File: src/rtl/y86_pkg.sv
// Shared Y86 definitions for the fetch pipe: instruction codes, status codes,
// fetch FSM states, the registered payload layout and the instruction length rule.
package y86_pkg;

    localparam int unsigned BYTES_W = 80;
    localparam int unsigned VALC_W  = 64;
    localparam int unsigned NIB_W   = 4;

    localparam logic [NIB_W-1:0] I_HALT   = 4'h0;
    localparam logic [NIB_W-1:0] I_NOP    = 4'h1;
    localparam logic [NIB_W-1:0] I_RRMOVQ = 4'h2;
    localparam logic [NIB_W-1:0] I_IRMOVQ = 4'h3;
    localparam logic [NIB_W-1:0] I_RMMOVQ = 4'h4;
    localparam logic [NIB_W-1:0] I_MRMOVQ = 4'h5;
    localparam logic [NIB_W-1:0] I_OPQ    = 4'h6;
    localparam logic [NIB_W-1:0] I_JXX    = 4'h7;
    localparam logic [NIB_W-1:0] I_CALL   = 4'h8;
    localparam logic [NIB_W-1:0] I_RET    = 4'h9;
    localparam logic [NIB_W-1:0] I_PUSHQ  = 4'hA;
    localparam logic [NIB_W-1:0] I_POPQ   = 4'hB;
    localparam logic [NIB_W-1:0] R_NONE   = 4'hF;

    typedef enum logic [2:0] {
        STAT_AOK = 3'd1,
        STAT_HLT = 3'd2,
        STAT_ADR = 3'd3,
        STAT_INS = 3'd4
    } stat_e;

    typedef enum logic [1:0] {
        ST_RUN      = 2'd0,
        ST_WAIT_RET = 2'd1,
        ST_STOPPED  = 2'd2
    } fetch_state_e;

    // Address-independent part of a fetched instruction
    typedef struct packed {
        logic [NIB_W-1:0]  icode;
        logic [NIB_W-1:0]  ifun;
        logic [NIB_W-1:0]  ra;
        logic [NIB_W-1:0]  rb;
        logic [VALC_W-1:0] valc;
        stat_e             stat;
    } fetch_fields_t;

    localparam fetch_fields_t FIELDS_RST = '{
        icode: 4'h0, ifun: 4'h0, ra: R_NONE, rb: R_NONE, valc: 64'h0, stat: STAT_AOK
    };

    // Unknown icodes are one byte long so the PC still advances past them
    function automatic logic [NIB_W-1:0] instr_len(input logic [NIB_W-1:0] icode);
        logic [NIB_W-1:0] len;
        case (icode)
            I_HALT, I_NOP, I_RET:                len = 4'd1;
            I_RRMOVQ, I_OPQ, I_PUSHQ, I_POPQ:    len = 4'd2;
            I_IRMOVQ, I_RMMOVQ, I_MRMOVQ:        len = 4'd10;
            I_JXX, I_CALL:                       len = 4'd9;
            default:                             len = 4'd1;
        endcase
        return len;
    endfunction

endpackage

File: src/rtl/fetch_pipe_if.sv
// Fetch-stage bus: instruction memory window, redirect request and the
// decoded-instruction output with its valid/ready handshake.
interface fetch_pipe_if
    import y86_pkg::*;
#(
    parameter int unsigned ADDR_W = 64
);
    logic [ADDR_W-1:0]  imem_addr;
    logic [BYTES_W-1:0] imem_bytes;
    logic               redirect_valid;
    logic [ADDR_W-1:0]  redirect_pc;
    logic               f_valid;
    logic               f_ready;
    logic [NIB_W-1:0]   f_icode;
    logic [NIB_W-1:0]   f_ifun;
    logic [NIB_W-1:0]   f_rA;
    logic [NIB_W-1:0]   f_rB;
    logic [VALC_W-1:0]  f_valC;
    logic [ADDR_W-1:0]  f_valP;
    logic [ADDR_W-1:0]  f_predPC;
    logic [2:0]         f_stat;

    modport master (
        output imem_addr, f_valid, f_icode, f_ifun, f_rA, f_rB,
               f_valC, f_valP, f_predPC, f_stat,
        input  imem_bytes, redirect_valid, redirect_pc, f_ready
    );

    modport slave (
        input  imem_addr, f_valid, f_icode, f_ifun, f_rA, f_rB,
               f_valC, f_valP, f_predPC, f_stat,
        output imem_bytes, redirect_valid, redirect_pc, f_ready
    );
endinterface

File: src/rtl/fetch_predecode.sv
// Combinational decode of the ten-byte window at the PC: fields, constant,
// next sequential PC, predicted PC and fetch status.
module fetch_predecode
    import y86_pkg::*;
#(
    parameter int unsigned ADDR_W     = 64,
    parameter int unsigned IMEM_BYTES = 128
) (
    input  logic [ADDR_W-1:0]  pc_i,
    input  logic [BYTES_W-1:0] bytes_i,
    output fetch_fields_t      fields_o,
    output logic [ADDR_W-1:0]  valp_o,
    output logic [ADDR_W-1:0]  predpc_o
);
    localparam int unsigned EXT_W = ADDR_W + 1;

    logic [NIB_W-1:0] icode;
    logic [NIB_W-1:0] len;
    logic [EXT_W-1:0] end_addr;
    logic             adr_err;

    always_comb begin
        icode    = bytes_i[7:4];
        len      = instr_len(icode);
        fields_o = FIELDS_RST;
        fields_o.icode = icode;
        fields_o.ifun  = bytes_i[3:0];

        case (icode)
            I_RRMOVQ, I_IRMOVQ, I_RMMOVQ, I_MRMOVQ, I_OPQ, I_PUSHQ, I_POPQ: begin
                fields_o.ra = bytes_i[15:12];
                fields_o.rb = bytes_i[11:8];
            end
            default: ;
        endcase

        case (icode)
            I_IRMOVQ, I_RMMOVQ, I_MRMOVQ: fields_o.valc = bytes_i[79:16];
            I_JXX, I_CALL:                fields_o.valc = bytes_i[71:8];
            default:                      fields_o.valc = '0;
        endcase

        valp_o   = pc_i + ADDR_W'(len);
        predpc_o = (icode == I_JXX || icode == I_CALL) ? ADDR_W'(fields_o.valc) : valp_o;

        // One extra bit keeps the end-of-instruction address from wrapping
        end_addr = {1'b0, pc_i} + EXT_W'(len);
        adr_err  = ({1'b0, pc_i} >= EXT_W'(IMEM_BYTES)) || (end_addr > EXT_W'(IMEM_BYTES));

        if (adr_err)               fields_o.stat = STAT_ADR;
        else if (icode > I_POPQ)   fields_o.stat = STAT_INS;
        else if (icode == I_HALT)  fields_o.stat = STAT_HLT;
        else                       fields_o.stat = STAT_AOK;
    end

endmodule

File: src/rtl/fetch_pipe.sv
// Y86 fetch stage: PC register, RUN/WAIT_RET/STOPPED control and the
// registered decoded-instruction output with valid/ready handshake.
module fetch_pipe
    import y86_pkg::*;
#(
    parameter int unsigned       ADDR_W     = 64,
    parameter int unsigned       IMEM_BYTES = 128,
    parameter logic [ADDR_W-1:0] RESET_PC   = '0
) (
    input logic          clock,
    input logic          reset,
    fetch_pipe_if.master bus
);
    fetch_state_e      state_q, state_d;
    logic [ADDR_W-1:0] pc_q, pc_d;
    logic              valid_q, valid_d;
    fetch_fields_t     fields_q, fields_d;
    logic [ADDR_W-1:0] valp_q, valp_d;
    logic [ADDR_W-1:0] predpc_q, predpc_d;

    fetch_fields_t     dec_fields;
    logic [ADDR_W-1:0] dec_valp;
    logic [ADDR_W-1:0] dec_predpc;
    logic              capture;
    logic              accept;

    fetch_predecode #(
        .ADDR_W     (ADDR_W),
        .IMEM_BYTES (IMEM_BYTES)
    ) u_predecode (
        .pc_i     (pc_q),
        .bytes_i  (bus.imem_bytes),
        .fields_o (dec_fields),
        .valp_o   (dec_valp),
        .predpc_o (dec_predpc)
    );

    always_ff @(posedge clock or posedge reset) begin
        if (reset) begin
            state_q  <= ST_RUN;
            pc_q     <= RESET_PC;
            valid_q  <= 1'b0;
            fields_q <= FIELDS_RST;
            valp_q   <= RESET_PC;
            predpc_q <= RESET_PC;
        end else begin
            state_q  <= state_d;
            pc_q     <= pc_d;
            valid_q  <= valid_d;
            fields_q <= fields_d;
            valp_q   <= valp_d;
            predpc_q <= predpc_d;
        end
    end

    // Redirect beats capture; a stalled output register simply holds
    always_comb begin
        state_d  = state_q;
        pc_d     = pc_q;
        valid_d  = valid_q;
        fields_d = fields_q;
        valp_d   = valp_q;
        predpc_d = predpc_q;
        capture  = (state_q == ST_RUN) && (!valid_q || bus.f_ready);
        accept   = valid_q && bus.f_ready;

        if (bus.redirect_valid) begin
            pc_d    = bus.redirect_pc;
            valid_d = 1'b0;
            state_d = ST_RUN;
        end else if (capture) begin
            fields_d = dec_fields;
            valp_d   = dec_valp;
            predpc_d = dec_predpc;
            valid_d  = 1'b1;
            pc_d     = dec_predpc;
            if (dec_fields.stat != STAT_AOK)
                state_d = ST_STOPPED;
            else if (dec_fields.icode == I_RET)
                state_d = ST_WAIT_RET;
        end else if (accept) begin
            valid_d = 1'b0;
        end
    end

    assign bus.imem_addr = pc_q;
    assign bus.f_valid   = valid_q;
    assign bus.f_icode   = fields_q.icode;
    assign bus.f_ifun    = fields_q.ifun;
    assign bus.f_rA      = fields_q.ra;
    assign bus.f_rB      = fields_q.rb;
    assign bus.f_valC    = fields_q.valc;
    assign bus.f_valP    = valp_q;
    assign bus.f_predPC  = predpc_q;
    assign bus.f_stat    = fields_q.stat;

endmodule

File: src/flat_wrapper.sv
// flat-port wrapper written by rule: the top's interface ports become plain ports
module fetch_pipe_flat import y86_pkg::*;
#(
    parameter int unsigned       ADDR_W     = 64,
    parameter int unsigned       IMEM_BYTES = 128,
    parameter logic [ADDR_W-1:0] RESET_PC   = '0
)
  (clock, reset, bus_imem_addr, bus_f_valid, bus_f_icode, bus_f_ifun, bus_f_rA, bus_f_rB, bus_f_valC, bus_f_valP, bus_f_predPC, bus_f_stat, bus_imem_bytes, bus_redirect_valid, bus_redirect_pc, bus_f_ready);
  fetch_pipe_if #(.ADDR_W(ADDR_W)) bus_i ();
  input logic clock;
  input logic reset;
  output wire logic [$bits(bus_i.imem_addr)-1:0] bus_imem_addr;
  output wire logic [$bits(bus_i.f_valid)-1:0] bus_f_valid;
  output wire logic [$bits(bus_i.f_icode)-1:0] bus_f_icode;
  output wire logic [$bits(bus_i.f_ifun)-1:0] bus_f_ifun;
  output wire logic [$bits(bus_i.f_rA)-1:0] bus_f_rA;
  output wire logic [$bits(bus_i.f_rB)-1:0] bus_f_rB;
  output wire logic [$bits(bus_i.f_valC)-1:0] bus_f_valC;
  output wire logic [$bits(bus_i.f_valP)-1:0] bus_f_valP;
  output wire logic [$bits(bus_i.f_predPC)-1:0] bus_f_predPC;
  output wire logic [$bits(bus_i.f_stat)-1:0] bus_f_stat;
  input wire logic [$bits(bus_i.imem_bytes)-1:0] bus_imem_bytes;
  input wire logic [$bits(bus_i.redirect_valid)-1:0] bus_redirect_valid;
  input wire logic [$bits(bus_i.redirect_pc)-1:0] bus_redirect_pc;
  input wire logic [$bits(bus_i.f_ready)-1:0] bus_f_ready;
  assign bus_imem_addr = bus_i.imem_addr;
  assign bus_f_valid = bus_i.f_valid;
  assign bus_f_icode = bus_i.f_icode;
  assign bus_f_ifun = bus_i.f_ifun;
  assign bus_f_rA = bus_i.f_rA;
  assign bus_f_rB = bus_i.f_rB;
  assign bus_f_valC = bus_i.f_valC;
  assign bus_f_valP = bus_i.f_valP;
  assign bus_f_predPC = bus_i.f_predPC;
  assign bus_f_stat = bus_i.f_stat;
  assign bus_i.imem_bytes = bus_imem_bytes;
  assign bus_i.redirect_valid = bus_redirect_valid;
  assign bus_i.redirect_pc = bus_redirect_pc;
  assign bus_i.f_ready = bus_f_ready;
  fetch_pipe #(.ADDR_W(ADDR_W), .IMEM_BYTES(IMEM_BYTES), .RESET_PC(RESET_PC)) u_core (.clock(clock), .reset(reset), .bus(bus_i));
endmodule
File: config.mk
export PLATFORM = sky130hd
export DESIGN_NAME = fetch_pipe_flat
export DESIGN_NICKNAME = d
export VERILOG_FILES = /design/src/rtl/y86_pkg.sv /design/src/rtl/fetch_pipe_if.sv /design/src/rtl/fetch_predecode.sv /design/src/rtl/fetch_pipe.sv /design/src/flat_wrapper.sv
export SDC_FILE = /design/constraint.sdc
export NUM_CORES = 1
export LEC_CHECK = 0
export CORE_MARGIN = 4
export CORE_UTILIZATION = 49
export CTS_BUF_LIST = sky130_fd_sc_hd__clkbuf_4 sky130_fd_sc_hd__clkbuf_8
export DETAILED_ROUTE_END_ITERATION = 10
export GPL_TIMING_DRIVEN = 0
export PLACE_DENSITY = 0.82
export SLEW_MARGIN = 20
export SYNTH_ARGS = -nofsm -noshare
export SYNTH_HDL_FRONTEND = slang
export SYNTH_HIERARCHICAL = 1
export SYNTH_SLANG_ARGS = --single-unit
File: constraint.sdc
create_clock -name clock -period 12.9 [get_ports clock]
set_input_delay 2.58 -clock clock [delete_from_list [all_inputs] [get_ports clock]]
set_output_delay 2.58 -clock clock [all_outputs]
set_load 0.02 [all_outputs]
# Yosys cells after proc, flatten, opt, wreduce, memory -nomap -nowiden
# Memories as Yosys holds them, arrays and structs flattened.
# Cells that the tools add are included.
[op_classes]
order_cmp = 3
addsub = 2
n_reduce_logical = 16
bitwise_logic = 1
eq_ne = 11
n_mux = 15
[ops]
columns = ["op", "count"]
rows = [
  ["two-way mux 64 bit", 3],
  ["case mux 64 bit (2 select lines)", 1],
  ["adder 64 x 4 -> 65 bit", 1],
  ["greater-than comparator 65 x 8 -> 1 bit (second input constant)", 1],
  ["adder 64 x 4 -> 64 bit", 1],
  ["greater-or-equal comparator 64 x 8 -> 1 bit (second input constant)", 1],
  ["equality test 4 x 3 -> 1 bit (second input constant)", 4],
  ["equality test 4 bit (second input constant)", 4],
  ["two-way mux 2 bit", 5],
  ["equality test 4 x 2 -> 1 bit (second input constant)", 2],
  ["two-way mux 8 bit", 1],
  ["OR reduction 7 bit", 1],
  ["two-way mux 3 bit", 2],
  ["nonzero test 3 bit", 2],
  ["greater-than comparator 4 bit (second input constant)", 1],
  ["logical NOT 4 bit", 1],
  ["AND reduction 2 bit", 2],
  ["logical OR 1 bit", 3],
  ["two-way mux 1 bit", 3],
  ["!= test 3 x 1 -> 1 bit (second input constant)", 1],
  ["OR reduction 3 bit", 1],
  ["logical AND 1 bit", 2],
  ["logical NOT 2 bit", 1],
  ["nonzero test 2 bit", 1],
  ["3 further kinds", 3],
]
[totals]
romBits = 48
input_bits = 148
output_inout_bits = 276
word_cells = 60
mem_count = 1
regBits = 278
[memory_table]
columns = ["name", "words", "width", "read_ports", "rd_ports_with_merged_regs", "write_ports", "line_no", "source"]
rows = [
  ["(no name shown)", 16, 3, 1, 0, 0, "y86_pkg.sv:53", "case (icode)"],
]

# Longest topological paths before layout
# An unclocked memory read counts as a cell.
[logic_depth]
ltp_word = 9
mapped_depth = 17
ltp_nobuf = 14

# Modules after synthesis
# Netlist, hierarchy kept.
[by_module_without_submodules]
columns = ["mod", "cells_each", "seq_area_each_um2", "instances", "area_per_inst_um2"]
rows = [
  ["fetch_pipe", 752, 6967.9, 1, 11109.4],
  ["fetch_predecode", 455, 0.0, 1, 3289.4],
]

# Worst setup path before layout
# OpenSTA, ideal clock, no wires.
[synth_timing]
path_type = "in2reg"
startpoint = "input bus_imem_bytes[6]"
endpoint = "register u_core.state_q[0]"
required_ns = 12.801
stages = 16
setup_time_ns = 0.099
t_arrival_ns = 5.990
path_buffers = 3
slack_ns = 6.810
path_cell_list = "clkbuf_1 -> nor3_1 -> nand2_1 -> o21ai_0 -> clkbuf_1 -> clkbuf_1 -> or2_2 -> ha_1 -> and3b_1 -> or2_2 -> xnor2_1 -> nand3_1 -> o31ai_1 -> nand3_1 -> or3b_2 -> a311oi_1"
[synth_rtl]
columns = ["element", "line_no", "source"]
rows = [
  ["start, declared", "flat_wrapper.sv:22", "input wire logic [$bits(bus_i.imem_bytes)-1:0] bus_imem_bytes;"],
  ["end signal, assigned", "fetch_pipe.sv:47", "state_q <= state_d;"],
  ["end, declared", "fetch_pipe.sv:14", "fetch_state_e state_q, state_d;"],
]

# Worst setup path in the final report
[layout_timing]
startpoint = "input bus_imem_bytes[5]"
endpoint = "register u_core.pc_q[61] (netlist: u_core/bus.imem_addr[61])"
[layout_between]
word_cells_on_any_way = 14
cone_classes = "add/sub (1); eq/ne (5); mux (4); reduce/logical (3); memory (1)"
[layout_rtl]
columns = ["element", "line_no", "source"]
rows = [
  ["memory read (16 x 3 bit)", "-", ""],
  ["adder 64 x 4 -> 64 bit", "fetch_predecode.sv:43", "valp_o = pc_i + ADDR_W'(len);"],
  ["named net u_core.dec_valp[61]", "fetch_pipe.sv:22", "logic [ADDR_W-1:0] dec_valp;"],
  ["two-way mux 64 bit", "fetch_predecode.sv:44", "predpc_o = (icode == I_JXX || icode == I_CALL) ? ADDR_W'(fields_o.valc) : valp_o;"],
  ["named net u_core.dec_predpc[61]", "fetch_pipe.sv:23", "logic [ADDR_W-1:0] dec_predpc;"],
  ["two-way mux 64 bit", "fetch_pipe.sv:71", "end else if (capture) begin"],
  ["two-way mux 64 bit", "fetch_pipe.sv:67", "if (bus.redirect_valid) begin"],
  ["end signal, assigned", "fetch_pipe.sv:48", "pc_q <= pc_d;"],
  ["end, declared", "fetch_pipe.sv:15", "logic [ADDR_W-1:0] pc_q, pc_d;"],
]
# The timed path passes the listed nets, and every way through them passes these cells. The select of a mux whose other input is x is not followed.
# A chain may end at the register's enable or synchronous reset.

==> impl_metrics.csv <==
group,metric,value,unit
run_status,outcome,"finished, final reports clean",
timing,hold_viol_final,0,
setup_path,critPathSlowestCell,"o21ai_0",
final_layout,nNetsFinal,1828,
timing,drv_slew,0,
die,dieWidth,179,um
power,ir_worst_vdd,126,uV
final_layout,n_antenna_cell,0,
cts,cts_root_buffer,"clkbuf_8",
grt,first_global_vias,13244,
timing,period_share,61.7,%
synthesis,synth_warnings,6,
drt,drtIter0Drc,1143,
die,start_util,49.9,%
synthesis,syn_area_per_cell,11.9,um2
drt,num_vias,12721,
hold_path,min_from,"u_core/bus.f_icode[2]",
cts,clkLatencyLatePin,0.58,ns
setup_path,reg2regPathDepth,8,
die,core_area,28900,um2
cts,cts_tree,"built",
power,power.density,163,nW/um2
placed_design,io_buffers,418,
drt,viasPerCell,6.07,
final_layout,syn_to_final_growth,40.1,%
hold_path,hp-class,"register to register",
setup_path,critical_path_buf_inv_count,3,
timing,tightest_slew,0.975,ns
hold_path,holdPathStages,1,
synthesis,synthFlopType,"dfrtp_1",
setup_path,regToRegSetupSlack,9.38,ns
cts,cts_setup_buffers,0,
drt,wire_per_inst,27.1,um
synthesis,ys_seq_elements,278,
synthesis,synth_seq_area_share,48.4,%
cts,cts_resized,0,
setup_path,critPathMaxStageDelay,0.78,ns
cts,cts_made_buffers,47,
grt,antenna_found_initial,0,
grt,grt_usage,33.8,%
die,top_level_ports,424,
grt,grt_max_degree,107,
timing,max-slew-margin-rel,34.3,%
drt,detail-route-antenna-nets,0,
setup_path,cp-start-kind,"input pin",
final_layout,drive_gt1_share,15.1,%
setup_path,crit_chain,"clkdlybuf4s50_1, nand3_1, o21ai_0, clkbuf_1, clkbuf_1, or2_2, ha_1, nand3_1, o21ai_0, nand4b_2, nor3_1, xor2_1, mux2_1, a221o_1",
synthesis,synthArstFlopShare,100,%
synthesis,syn_inst,1207,
setup_path,crit_arrival,8.40,ns
setup_path,critPathMaxFanout,10,
power,finalPower,3290,uW
cts,holdBufCountCts,0,
setup_path,cp-end-kind,"register",
final_layout,regArea,6970,um2
timing,max_freq,0.126,GHz
synthesis,synth_area,14400,um2
grt,grt-ovfl-total,0,
setup_path,worstSetupPathType,"input pin to register",
setup_path,r2r-start,"u_core/bus.imem_addr[3]",
final_layout,fill_cells,2135,
die,dieArea,32200,um2
final_layout,multiInputGateArea,6880,um2
cts,clk_path_buf_depth,3,
hold_path,holdPathEnd,"u_core/bus.f_icode[2]",
grt,grt_pass1_wl,84400,um
die,die_h,179,um
synthesis,synthesis.nets,1359,
timing,setup_viol,0,
job,drv_cap,0,
power,p_leak,0.00850,uW
timing,fin_worst_skew,0.0259,ns
final_layout,finalInstanceArea,20200,um2
drt,drc,0,
setup_path,cp_top_family,"buffers and inverters",
placed_design,place_congestion,0.914,
setup_path,cp.required,13.34,ns
die,rows,62,
synthesis,synth_edf_count,0,
placed_design,dp_hpwl,43200,um
cts,clk_pin_slew,0.06,ns
drt,drt_pass1_iterations,6,
timing,period_needed,7.96,ns
cts,h-tree-depth,2,
drt,drt-total-wl,56800,um
setup_path,rr_endpoint,"u_core/bus.imem_addr[61]",
synthesis,synthDistinctLibCells,50,
placed_design,placed_area,19100,um2
timing,rsz0062_at_grt,"false",
cts,cts_sinks,278,
report_power, final:
part	switching (uW)	internal [uW]
combinational	611	573
sequential	158	1070
clock	365	508
logic make-up (layout without fill, tap and decap cells):
family	after synthesis	count (layout)	synth area share, %
flip-flops	278	278	48.4
multiplexers	275	275	21.5
AND/OR/NAND/NOR	273	273	11.1
AO/OA/AOI/OAI	203	203	11.0
buffers and inverters	112	618	3.86
XOR/XNOR	62	62	3.77
adder cells (fa/ha/maj)	4	4	0.400
per-layer routing:
layer / up-vias / routed length, um / GRT usage (%) / share of wire, %
li1: 5416 / - / - / -
met1: 6349 / 21900 / 43.5 / 39
met2: 807 / 26700 / 55.3 / 47
met3: 149 / 5710 / 8.47 / 10
met4: 0 / 2480 / 13.3 / 4.4
met5: - / 0 / 0 / 0
worst max-delay path by stage:
stage | startpoint | endpoint | slack (ns) | cells after the start
after floorplan | reset | u_core/bus.f_icode[0] | 2.67 | 1
after global routing | bus_imem_bytes[5] | u_core/state_q[1] | 4.98 | 16
after detailed placement | bus_imem_bytes[5] | u_core/state_q[0] | 4.63 | 15
final | bus_imem_bytes[5] | u_core/bus.imem_addr[61] | 4.94 | 14
after CTS | bus_imem_bytes[5] | u_core/bus.imem_addr[59] | 5.21 | 14
after global placement | reset | u_core/bus.f_predPC[18] | -0.89 | 2
worst reg2reg max path: cells and delay by family (launching register included):
kind | cells | cell delay, ns
AO/OA/AOI/OAI | 2 | 0.99
XOR/XNOR | 1 | 0.15
adder cells (fa/ha/maj) | 1 | 0.34
flip-flops | 1 | 0.41
multiplexers | 1 | 0.33
AND/OR/NAND/NOR | 3 | 1.18
stage by stage:
| stage | setup TNS (ns) | utilization, % | worst slack, ns | std cells | hold WS [ns] |
|---|---|---|---|---|---|
| 3_5_place_dp | 0 | 66.3 | 4.63 | 2011 | 0.474 |
| 3_3_place_gp | -234.56 | 66.1 | -0.895 | 2009 | 0.467 |
| 4_1_cts | 0 | 69.9 | 5.21 | 2097 | 0.487 |
| 5_1_grt | 0 | 69.9 | 4.98 | 2097 | 0.505 |
| 6_report | 0 | 69.9 | 4.94 | 2097 | 0.485 |
| 2_1_floorplan | 0 | - | 2.67 | 1207 | 0.477 |
registers in the layout (all words and copies together), names as in the netlist:
register	count
u_core/bus.f_icode	4
u_core/bus.f_ifun	4
u_core/bus.f_predPC	64
u_core/bus.f_rA	4
u_core/bus.f_rB	4
u_core/bus.f_stat	3
u_core/bus.f_valC	64
u_core/bus.f_valP	64
u_core/bus.f_valid	1
u_core/bus.imem_addr	64
u_core/state_q	2
cell type report:
type                       instances  share of cell area, %
clock buffer                      81                   4.78
inverter                          17                  0.354
tap                              384                   2.38
buffer                            95                   2.44
multi-input combinational        817                   34.1
timing repair buffer             420                   21.0
sequential                       278                   34.5
clock inverter                     5                  0.403
cell usage in the layout (no fill, tap or decap), types with 37 or more instances in the layout:
cell type / netlist / layout
a21oi_1: 67 / 67
a221o_1: 64 / 64
a22o_1: 61 / 61
clkbuf_1: 40 / 40
clkbuf_8: 0 / 57
clkdlybuf4s50_1: 0 / 418
dfrtp_1: 269 / 269
mux2_1: 191 / 191
mux2_2: 82 / 82
nand2_1: 39 / 39
nand2b_1: 66 / 66
xor2_1: 37 / 37
cell usage after synthesis, types with 11 or more instances:
| master | count | share of area, % |
|---|---|---|
| nand3_1 | 26 | 0.90 |
| dfrtp_1 | 269 | 47 |
| xor2_1 | 37 | 2.3 |
| nand4_1 | 22 | 0.96 |
| mux2_2 | 82 | 6.4 |
| nand2b_1 | 66 | 2.9 |
| xnor2_1 | 25 | 1.5 |
| nor3_1 | 22 | 0.76 |
| a221o_1 | 64 | 4.4 |
| a22o_1 | 61 | 3.7 |
| nand2_1 | 39 | 1.0 |
| inv_1 | 17 | 0.44 |
| or2_2 | 11 | 0.48 |
| buf_4 | 29 | 1.5 |
| mux2_1 | 191 | 15 |
| nor4_1 | 25 | 1.1 |
| a21oi_1 | 67 | 2.3 |
| buf_2 | 20 | 0.70 |
| clkbuf_1 | 40 | 1.0 |
| nor2_1 | 29 | 0.76 |
No activity file was read; power rests on OpenSTA's default activity.
==> patch 1 (same flow settings) <==
`ADDR_W` is set to 64 in 4 places; all go to 60.
--- a/src/rtl/fetch_pipe_if.sv
+++ b/src/rtl/fetch_pipe_if.sv
@@ -4,5 +4,5 @@
     import y86_pkg::*;
 #(
-    parameter int unsigned ADDR_W = 64
+    parameter int unsigned ADDR_W = 60
 );
     logic [ADDR_W-1:0]  imem_addr;
--- a/src/rtl/fetch_predecode.sv
+++ b/src/rtl/fetch_predecode.sv
@@ -4,5 +4,5 @@
     import y86_pkg::*;
 #(
-    parameter int unsigned ADDR_W     = 64,
+    parameter int unsigned ADDR_W     = 60,
     parameter int unsigned IMEM_BYTES = 128
 ) (
--- a/src/rtl/fetch_pipe.sv
+++ b/src/rtl/fetch_pipe.sv
@@ -4,5 +4,5 @@
     import y86_pkg::*;
 #(
-    parameter int unsigned       ADDR_W     = 64,
+    parameter int unsigned       ADDR_W     = 60,
     parameter int unsigned       IMEM_BYTES = 128,
     parameter logic [ADDR_W-1:0] RESET_PC   = '0
--- a/src/flat_wrapper.sv
+++ b/src/flat_wrapper.sv
@@ -2,5 +2,5 @@
 module fetch_pipe_flat import y86_pkg::*;
 #(
-    parameter int unsigned       ADDR_W     = 64,
+    parameter int unsigned       ADDR_W     = 60,
     parameter int unsigned       IMEM_BYTES = 128,
     parameter logic [ADDR_W-1:0] RESET_PC   = '0
Ports: changed (resized bus_f_predPC, bus_f_valP, bus_imem_addr and bus_redirect_pc); port bits go from 424 to 408. The function was not compared with the original's and may differ.
==> patch 1 against the original RTL <==
  * Power decreased by 1.6%
  * Highest routed layer unchanged
  * Cell area decreased by 4.0%
  * Wire length shrank 3.3%
  * Worst setup slack improved by 470 ps
  * Critical path type unchanged
  * Sequential power is 4% lower
  * Largest power group unchanged
  * Synthesized area down 4.8%
  * Critical path depth is 2 higher
  * Sequential cell count decreased by 12
==> patch 1: results (changes against the original RTL) <==
[global_route]
grt_use_total=0.347  ; was 0.338
grt_pass1_wl_um=81100  ; was 84,400 um
grtUsageMet3=0.0958  ; was 0.0847

[setup_path]
critPathTopFamily=simple AND/OR/NAND/NOR gates  ; was buffers and inverters
slowest_stage=a31oi_1  ; was o21ai_0
cp.arrival_ps=7900  ; was 8400 ps
cp-startpoint=bus_imem_bytes[6]  ; was bus_imem_bytes[5]

[detailed_routing]
vias=12400  ; was 12,700
wl_per_cell_um=27.5  ; was 27.1 um
drt_iter0_markers=1487  ; was 1,143
drt_wl_total_um=54900  ; was 56,800 um
dr_wl_met3_um=6200  ; was 5710 um

[yosys]
syn_inst=1135  ; was 1,207
yosysUniqueCellTypes=55  ; was 50
synth_area_leaders=dfrtp_1 (47%), mux2_2 (20%), a221o_1 (4.4%)  ; was dfrtp_1 (47%), mux2_1 (15%), mux2_2 (6.4%)
netlist_area_sq_um=13700  ; was 14,400 sq um
syn_nets=1283  ; was 1,359

[pwr]
clockPowerShare=0.273  ; was 0.266
powerDensity_nw_per_um2=167  ; was 163 nW/um^2

[finish]
multi_input_cells=766  ; was 817
layout-drive-gt1-share=0.253  ; was 0.151
n_all_buffers=493  ; was 515
seq_share=0.344  ; was 0.345
clkCellAreaFrac=0.0551  ; was 0.0519

[cts]
clock_latency_ps=560  ; was 580 ps

[worst_hold_path]
hp-start=u_core/bus.f_valP[46]  ; was u_core/bus.f_icode[2]

[outcome]
status=complete, no violations  ; unchanged

[timing]
worstMarginPinSlew_ps=1070  ; was 975 ps

[patch 1: cell count changes after synthesis, moves of 8 or more]
cell     change
mux2_2     +163
dfrtp_1     -12
xor2_1       -9
nand2_1      -8
buf_4       -10
mux2_1     -175
[patch 1: cell families after synthesis]
group | Yosys count | share of synthesized area
xor gates and xnor gates | 59 | 0.0399
muxes | 261 | 0.214
and+or+nand+nor | 238 | 0.104
AOI/OAI and AO/OA | 204 | 0.115
buffers and inverters | 103 | 0.0362
adders and majority gates | 4 | 0.00420
DFF | 266 | 0.486
[patch 1: worst paths after layout]
| check | slack (ps) | end | cells after the start |
|---|---|---|---|
| worst max register to register | 8680 | u_core/state_q[1] | 8 |
| worst min-delay path | 480 | u_core/bus.f_valP[46] | 1 |
| max in group asynchronous | 8980 | u_core/bus.f_predPC[27] | 5 |
| worst max-delay path | 5410 | u_core/state_q[1] | 16 |
| min in group asynchronous | 2470 | u_core/bus.f_valC[59] | 2 |
| worst min register to register | 480 | u_core/bus.f_valP[46] | 1 |
==> patch 2 (same settings) <==
Without the edit above. Reset style: synchronous (`reset`), changed in one clocked block.
--- a/src/rtl/fetch_pipe.sv
+++ b/src/rtl/fetch_pipe.sv
@@ -36,5 +36,5 @@
     );
 
-    always_ff @(posedge clock or posedge reset) begin
+    always_ff @(posedge clock) begin
         if (reset) begin
             state_q  <= ST_RUN;
Check against the original RTL: not equivalent (a bounded check fails within 4 cycles, from zero or initial values and one cycle with reset high; the reset may be asserted at any time).
==> patch 2 against the original RTL <==
  * Synthesized area rose by 21%
  * Power decreased by 20%
  * Sequential cell count stayed put
  * Largest cell class is now multi-input combinational cells
  * Worst setup slack better by 12 ps
  * Cell area is 15% higher
  * Register-to-register slack lost 200 ps
  * Clock power rose by 11%
  * Critical endpoint is now u_core/bus.imem_addr[49]
  * Non-clock buffer count grew 154
  * Wire length up 44%
==> patch 2: results (changes against the original RTL) <==
[yosys]
syn_avg_cell_area_sq_um=9.37  ; was 11.9 sq um
ys.flop_type=dfxtp_1  ; was dfrtp_1
yosysUniqueCellTypes=53  ; was 50
yosysSeqAreaShare=0.320  ; was 0.484
ys_warn_count=6  ; unchanged
synth-async-reset-ratio=0  ; was 1.00
synth_area_leaders=dfxtp_1 (32%), o31ai_2 (13%), nand4b_1 (10%)  ; was dfrtp_1 (47%), mux2_1 (15%), mux2_2 (6.4%)
syn_nets=2006  ; was 1,359
synth_common_cells=dfxtp_1 (278), a21oi_1 (204), nand4b_1 (202), o31ai_2 (180), buf_2 (122)  ; was dfrtp_1 (269), mux2_1 (191), mux2_2 (82), a21oi_1 (67), nand2b_1 (66)

[setup_path]
slowest_stage=o21ai_0  ; unchanged
reg2reg_slack_ps=9180  ; was 9380 ps
critPathMaxFanout=10  ; unchanged
critPathTopFamily=simple AND/OR/NAND/NOR gates  ; was buffers and inverters
max_stage_delay_ps=840  ; was 780 ps
cp.arrival_ps=8380  ; was 8400 ps

[global_route]
antenna_found_initial=8  ; was 0
grt_max_degree=12  ; was 107
grt_pass1_wl_um=118000  ; was 84,400 um
grt_use_total=0.399  ; was 0.338
grt_pass1_vias=18400  ; was 13,200

[timing]
worstMarginPinSlew_ps=1060  ; was 975 ps
fin_worst_skew_ps=25.4  ; was 25.9 ps
fin_crit_ps=7940  ; was 7960 ps
finalSetupTns_ps=0  ; unchanged

[outcome]
status=complete, no violations  ; unchanged

[placed_design]
dpl.cell_count=2725  ; was 2,011
post-place-ws_ps=4690  ; was 4630 ps
numPortBuffers=416  ; was 418
placed_cell_area_sq_um=22100  ; was 19,100 sq um
gp_routability_congestion=0.961  ; was 0.914
post-dp-hpwl_um=62500  ; was 43,200 um

[detailed_routing]
drt_iter0_markers=1975  ; was 1,143
routed_via_density=6.67  ; was 6.07
firstDrtPassIters=6  ; unchanged
wl_per_cell_um=28.9  ; was 27.1 um
vias=18800  ; was 12,700

[pwr]
peakVddDrop_v=0.0000919  ; was 0.000126 V
p_leak_uw=0.00781  ; was 0.00850 uW
powerSeq_uw=982  ; was 1230 uW
sw_frac_of_total=0.331  ; was 0.345
p_clk_uw=969  ; was 873 uW
p_seq_frac=0.376  ; was 0.374

[cts]
cts_buffers=49  ; was 47
cts_root_buffer=clkbuf_8  ; unchanged
h-tree-depth=2  ; unchanged
path_clk_slew_ps=60  ; about the same
clock_latency_ps=610  ; was 580 ps
cts.path.max_buffers=3  ; unchanged
cts.repair.resized=0  ; unchanged
cts_setup_buffers=0  ; unchanged

[job]
maxCapViolations=0  ; unchanged

[worst_hold_path]
hold_path_class=flop to flop  ; unchanged

[finish]
fillers=2853  ; was 2,135
layout-drive-gt1-share=0.234  ; was 0.151
nets=2473  ; was 1,828

[patch 2: metal layers]
layer / track usage / wire, um / share of wire / vias up
met1: 0.506 / 31500 / 0.39 / 9101
li1: - / - / - / 8170
met4: 0.189 / 4340 / 0.053 / 6
met5: 0 / 41 / 0.00050 / -
met3: 0.116 / 9280 / 0.11 / 261
met2: 0.625 / 36400 / 0.45 / 1261
[patch 2: final timing paths]
path / startpoint / depth (start not counted) / end
worst max-delay path: bus_imem_bytes[5] / 15 / u_core/bus.imem_addr[49]
worst min-delay path: u_core/bus.f_valC[34] / 2 / u_core/bus.f_valC[34]
worst max register to register: u_core/bus.imem_addr[0] / 12 / u_core/bus.imem_addr[54]
worst min register to register: u_core/bus.f_valC[34] / 2 / u_core/bus.f_valC[34]
[patch 2: cell families after synthesis]
| group | after synthesis | share of synthesized area |
|---|---|---|
| AO/OA/AOI/OAI | 606 | 0.302 |
| XOR/XNOR | 62 | 0.0313 |
| adder cells (fa/ha/maj) | 4 | 0.00331 |
| buffers and inverters | 333 | 0.0944 |
| flip-flops | 278 | 0.320 |
| multiplexers | 73 | 0.0465 |
| AND/OR/NAND/NOR | 498 | 0.202 |
[patch 2: final cells by class]
type	instances	area [sq um]	share of cell area
Inverter	80	300	0.0129
Buffer	253	1340	0.0576
Tap cell	455	569	0.0245
Sequential cell	278	5570	0.239
Timing Repair Buffer	416	4160	0.179
Multi-Input combinational cell	1243	10200	0.437
Clock inverter	15	179	0.00768
Clock buffer	74	981	0.0421
Antenna cell	5	12.5	0.000537
[patch 2: stage by stage]
stage                     hold slack, ps  utilization
after floorplan                      480            -
after global placement               458        0.635
after detailed placement             459        0.635
after CTS                            467        0.669
after global routing                 488        0.669
final                                469        0.669
